File: src/rtl/pipe_add_cmp.sv
// rtl/pipe_add_cmp.sv - pipelined add/subtract with registered unsigned compare
module pipe_add_cmp #(
  parameter int WIDTH  = 16,
  parameter int STAGES = 4
) (
  input  logic             clk,
  input  logic             rst_n,
  input  logic             in_valid,
  output logic             in_ready,
  input  logic [WIDTH-1:0] a,
  input  logic [WIDTH-1:0] b,
  input  logic             sub,
  output logic             out_valid,
  input  logic             out_ready,
  output logic [WIDTH-1:0] sum,
  output logic             cout,
  output logic             ovf,
  output logic             eq,
  output logic             gt,
  output logic             lt
);

  localparam int SDIV  = (STAGES > 0) ? STAGES : 1;
  localparam int CHUNK = (WIDTH / SDIV > 0) ? WIDTH / SDIV : 1;

  if (WIDTH < 1 || STAGES < 1 || (WIDTH % SDIV) != 0) begin : g_bad_params
    $error("pipe_add_cmp: WIDTH must be >= 1 and an exact multiple of STAGES >= 1");
  end

  // rdy[k] is the ready seen by stage k's producer; rdy[STAGES] comes from the consumer
  logic [STAGES:0] rdy;
  assign rdy[STAGES] = out_ready;
  assign in_ready    = rdy[0];

  for (genvar k = 0; k < STAGES; k++) begin : g_st
    // RW: operand bits still to be summed entering this stage (own chunk at the LSBs)
    // SW: sum bits completed once this stage has registered its chunk
    localparam int RW = WIDTH - k * CHUNK;
    localparam int SW = (k + 1) * CHUNK;

    logic           vin;
    logic [RW-1:0]  ain;
    logic [RW-1:0]  bin;
    logic           cin;
    logic           eqi;
    logic           gti;
    logic           lti;
    logic [CHUNK:0] csum;
    logic [SW-1:0]  snext;

    logic           v_q;
    logic [SW-1:0]  s_q;
    logic           c_q;
    logic           eq_q;
    logic           gt_q;
    logic           lt_q;

    if (k == 0) begin : g_src
      // Subtraction is a + ~b + 1; the compare uses the raw operands
      assign vin   = in_valid;
      assign ain   = a;
      assign bin   = sub ? ~b : b;
      assign cin   = sub;
      assign eqi   = (a == b);
      assign gti   = (a > b);
      assign lti   = (a < b);
      assign snext = csum[CHUNK-1:0];
    end else begin : g_src
      assign vin   = g_st[k-1].v_q;
      assign ain   = g_st[k-1].g_ops.a_q;
      assign bin   = g_st[k-1].g_ops.b_q;
      assign cin   = g_st[k-1].c_q;
      assign eqi   = g_st[k-1].eq_q;
      assign gti   = g_st[k-1].gt_q;
      assign lti   = g_st[k-1].lt_q;
      assign snext = {csum[CHUNK-1:0], g_st[k-1].s_q};
    end

    assign csum   = {1'b0, ain[CHUNK-1:0]} + {1'b0, bin[CHUNK-1:0]} + {{CHUNK{1'b0}}, cin};
    assign rdy[k] = !v_q || rdy[k+1];

    // Stage register: advance when downstream has room, hold while stalled
    always_ff @(posedge clk or negedge rst_n) begin
      if (!rst_n) begin
        v_q  <= 1'b0;
        s_q  <= '0;
        c_q  <= 1'b0;
        eq_q <= 1'b0;
        gt_q <= 1'b0;
        lt_q <= 1'b0;
      end else if (rdy[k]) begin
        v_q <= vin;
        if (vin) begin
          s_q  <= snext;
          c_q  <= csum[CHUNK];
          eq_q <= eqi;
          gt_q <= gti;
          lt_q <= lti;
        end
      end
    end

    if (k < STAGES - 1) begin : g_ops
      logic [RW-CHUNK-1:0] a_q;
      logic [RW-CHUNK-1:0] b_q;

      // Unprocessed upper operand bits ride along to the next stage
      always_ff @(posedge clk or negedge rst_n) begin
        if (!rst_n) begin
          a_q <= '0;
          b_q <= '0;
        end else if (rdy[k] && vin) begin
          a_q <= ain[RW-1:CHUNK];
          b_q <= bin[RW-1:CHUNK];
        end
      end
    end else begin : g_msb
      logic ovf_q;

      // Carry into the MSB is a^b^sum at that bit; overflow is it XOR carry out
      always_ff @(posedge clk or negedge rst_n) begin
        if (!rst_n) begin
          ovf_q <= 1'b0;
        end else if (rdy[k] && vin) begin
          ovf_q <= (ain[CHUNK-1] ^ bin[CHUNK-1] ^ csum[CHUNK-1]) ^ csum[CHUNK];
        end
      end
    end
  end

  assign out_valid = g_st[STAGES-1].v_q;
  assign sum       = g_st[STAGES-1].s_q;
  assign cout      = g_st[STAGES-1].c_q;
  assign ovf       = g_st[STAGES-1].g_msb.ovf_q;
  assign eq        = g_st[STAGES-1].eq_q;
  assign gt        = g_st[STAGES-1].gt_q;
  assign lt        = g_st[STAGES-1].lt_q;

endmodule
File: config.mk
export PLATFORM = sky130hd
export DESIGN_NAME = pipe_add_cmp
export DESIGN_NICKNAME = d
export VERILOG_FILES = /design/src/rtl/pipe_add_cmp.sv
export SDC_FILE = /design/constraint.sdc
export NUM_CORES = 1
export LEC_CHECK = 0
export ABC_AREA = 1
export CORE_AREA = 2 2 101 176
export DETAILED_ROUTE_END_ITERATION = 10
export DIE_AREA = 0 0 103 178
export MAX_ROUTING_LAYER = met4
export SKIP_CTS_REPAIR_TIMING = 1
export SLEW_MARGIN = 0
export SYNTH_ARGS = -nofsm -noshare
export SYNTH_HDL_FRONTEND = slang
export SYNTH_SLANG_ARGS = --single-unit
File: constraint.sdc
create_clock -name clk -period 3.15 [get_ports clk]
set_input_delay 0.4725 -clock clk [delete_from_list [all_inputs] [get_ports clk]]
set_output_delay 0.4725 -clock clk [all_outputs]
set_load 0.005 [all_outputs]
==> results.md <==
* Period minus WS final at roughly 2.3 ns
* Switching Share at approximately a third
* Fraction of layout cells with a size suffix above 1 at 6.86%
* Initial core utilization at 30.7%
* Vias in the first global route at 3,732
* DRT Pass-1 Iters at 5
* ANT nets after route at 0
* Status: finished clean
* GR Util met3 at 2.08%
* Setup crit end kind: primary output
* Synth Area in XOR/XNOR at 3.72%
* Largest family of logic cells by synthesized area: simple AND/OR/NAND/NOR gates
* I/O Pins at 60
* Vias per cell at 4.23
* Startpoint types: input pin
* Syn Area/Cell at 9.15 sq um
* Global route hottest layer: met2
* Initial antenna violation count at 0
* Post-synth net total at 638
* Total track usage at 12.6%
* Final Hold Fails at 0
* Setup Crit Path Kind: in2out
* Reg2reg start: g_st[2].c_q
* Die Span X at 103 um
* Row cnt at 63
* Final setup violation count at 0
* Diodes inserted at 0
* FF-to-FF End: ovf
* Slew Limit Headroom at between 50% and 60%
* Simple logic cell fraction of the synthesized area at 15.9%
* Clk pwr share at 25.5%
* Core area at between 15,000 and 20,000 sq um
* R2R cell count at 6
* Drt drc at 0
* Root Driver: clkbuf_16
* Final worst setup slack at 0.863 ns
* RSZ-0062 raised after global routing: no
* Synth Area in Compound Gates at 10.6%
* Dpl cell area at 5980 sq um
* CTS Buffer Depth at 2
* Worst Tran Pin Value at roughly 0.74 ns
* Worst-path maximum fanout at 3
* Max Cap Violations at 0
* Reg2reg setup slack at about 1.4 ns
* Gate Count Post-Synth at 566
* Ys flop type: dfrtp_1
* Seq cells post-synth at 109
* Most frequent cells in the layout: 180 x nand2_1, 109 x dfrtp_1, 69 x o21ai_0, 66 x inv_1, 58 x clkdlybuf4s50_1
* Crit path required time at 2.68 ns
* DR WL/cell at 11.7 um
* Portion of netlist area occupied by mux cells at 0%
* Layout area overhead at 21.6%
* Number of buffers added on ports at 59
* CTS Sinks at ~110
* Synth warnings at 0
* Die Footprint at 18,300 sq um
* Combinational share of power at 29.5%
* Final nets at just under 700
* Internal power at 3.12 mW
* Setup_tns at 0 ns
* Register area share after synthesis at 52.7%
* Clk_lat worst skew at 0.35 ns
* Synth cell types at 26
* Crit path from: out_ready
* Leak Pwr at about 3.1 nW
* Largest area contributor in the netlist: dfrtp_1
* CTS Buf Count at 9
* Largest net degree at the start of global routing at 46
* Peak supply drop at 0.000281 V
* Fin area at 6290 sq um
* Most common cell after layout, fill and taps aside: nand2_1
* Pwr Density at 729 nW/um^2
* Place WS at 0.819 ns
* Synth async-reset ratio at between 90% and 100%
* Adder-cell area share of the yosys netlist at a little under a tenth
* Max Fclk at 437 MHz
* CTS clock-pin slew for the worst setup and hold paths at 0.07 ns
* Final WL at between 9 and 10 mm
* Worst hold margin at 0.120 ns
* Synthesized area at about 5200 sq um
* GP Congestion at between 0.8 and 0.9
* Starting DRT DRC Count at 153
* Total power at 4.59 mW
* Slew Limit Fails at 0
* Number of H-tree levels at 3
* Area contributors post-synth: dfrtp_1 53%, nand2_1 13%, ha_1 6.8%, o21ai_0 6.7%, inv_1 4.8%
* Vias post-DR at between 3,000 and 4,000
* Clock skew at 0.00959 ns
* Number of synthesized flops with an enable pin at 0
* CP Data Arrival Time at between 1.5 and 2 ns
* Met1 Use GR at 14.3%
* Part of the power in registers at roughly 45%
* Wire length of the first global-routing pass at 17.6 mm
* Die H at between 150 and 200 um
* Worst Hold Class: in2async
* Synth top area share at 52.7%
* Fin crit share at 72.6%
* Worst setup path endpoint: in_ready
* CTS tree: done
* Sw power at about 1.5 mW
* Post-DP HPWL at around 7.8 mm
* GRT met2 Usage at 21.9%
* Total gr overflow at 0
registers in the layout (all words and copies together) (netlist names), 3 cells and up:
signal,cells
g_st.s_q,24
g_st.g_ops.a_q,24
sum,16
g_st.c_q,3
g_st.v_q,3
g_st.gt_q,3
g_st.eq_q,3
g_st.g_ops.b_q,24
g_st.lt_q,3
cells in the mapped netlist (all sizes together) (2+ instances only):
master,number
a21oi,16
a31oi,2
buf,17
clkbuf,4
dfrtp,109
fa,7
ha,28
inv,69
nand2,180
nand3,11
nor2,16
o21ai,80
xnor2,18
xor2,4
critical path, cell delays in order:
cell and delay, ns:
clkdlybuf4s50_1 0.43, nor2_2 0.17, nand3_2 0.11, nor2_2 0.13, inv_1 0.07, clkdlybuf4s50_1 0.44
cell families (layout without fill, tap and decap cells):
group / Yosys count / count (layout)
simple gates: 210 / 210
xor+xnor: 22 / 22
flops: 109 / 109
fa+ha+maj: 35 / 35
buf+inv: 90 / 151
compound gates: 100 / 100
layer usage:
| layer | wire length, um | up-vias |
|---|---|---|
| li1 | - | 1891 |
| met1 | 4070 | 1658 |
| met2 | 5350 | 51 |
| met3 | 336 | 11 |
| met4 | 228 | 0 |
| met5 | 0 | - |
per-stage QoR:
stage / util (%) / cells
after floorplan: - / 566
after global placement: 35.4 / 838
after detailed placement: 35.4 / 838
after CTS: 37.3 / 854
after global routing: 37.3 / 854
final: 37.3 / 854
how the worst min path moves through the flow:
| stage | slack (ns) | startpoint | end | cells past startpoint |
|---|---|---|---|---|
| 2_1_floorplan | 0.18 | rst_n | cout | 0 |
| 3_3_place_gp | 0.45 | g_st[1].g_ops.a_q[7] | g_st[2].g_ops.a_q[3] | 2 |
| 3_5_place_dp | 0.45 | g_st[0].g_ops.b_q[7] | g_st[1].g_ops.b_q[3] | 2 |
| 4_1_cts | 0.14 | rst_n | g_st[2].s_q[6] | 1 |
| 5_1_grt | 0.17 | rst_n | g_st[2].s_q[6] | 1 |
| 6_report | 0.12 | rst_n | g_st[2].s_q[6] | 1 |
power by group through the flow:
| stage | combinational, mW | sequential [mW] | clock (mW) |
|---|---|---|---|
| 6_report | 1.35 | 2.06 | 1.17 |
| 5_1_grt | 1.60 | 2.13 | 1.26 |
| 4_1_cts | 1.40 | 2.07 | 1.21 |
| 3_5_place_dp | 1.39 | 2.10 | 0 |
| 3_3_place_gp | 1.36 | 2.10 | 0 |
| 2_1_floorplan | 0.833 | 2.05 | 0 |
final cells by class:
class | count | area, sq um
Clock inverter | 7 | 90.1
Timing Repair Buffer | 66 | 653
Sequential cell | 109 | 2730
Clock buffer | 9 | 225
Inverter | 69 | 259
Multi-Input combinational cell | 367 | 2060
Tap cell | 227 | 284
Fill cell | 1792 | 10600
Power figures use the tool's default switching activity.
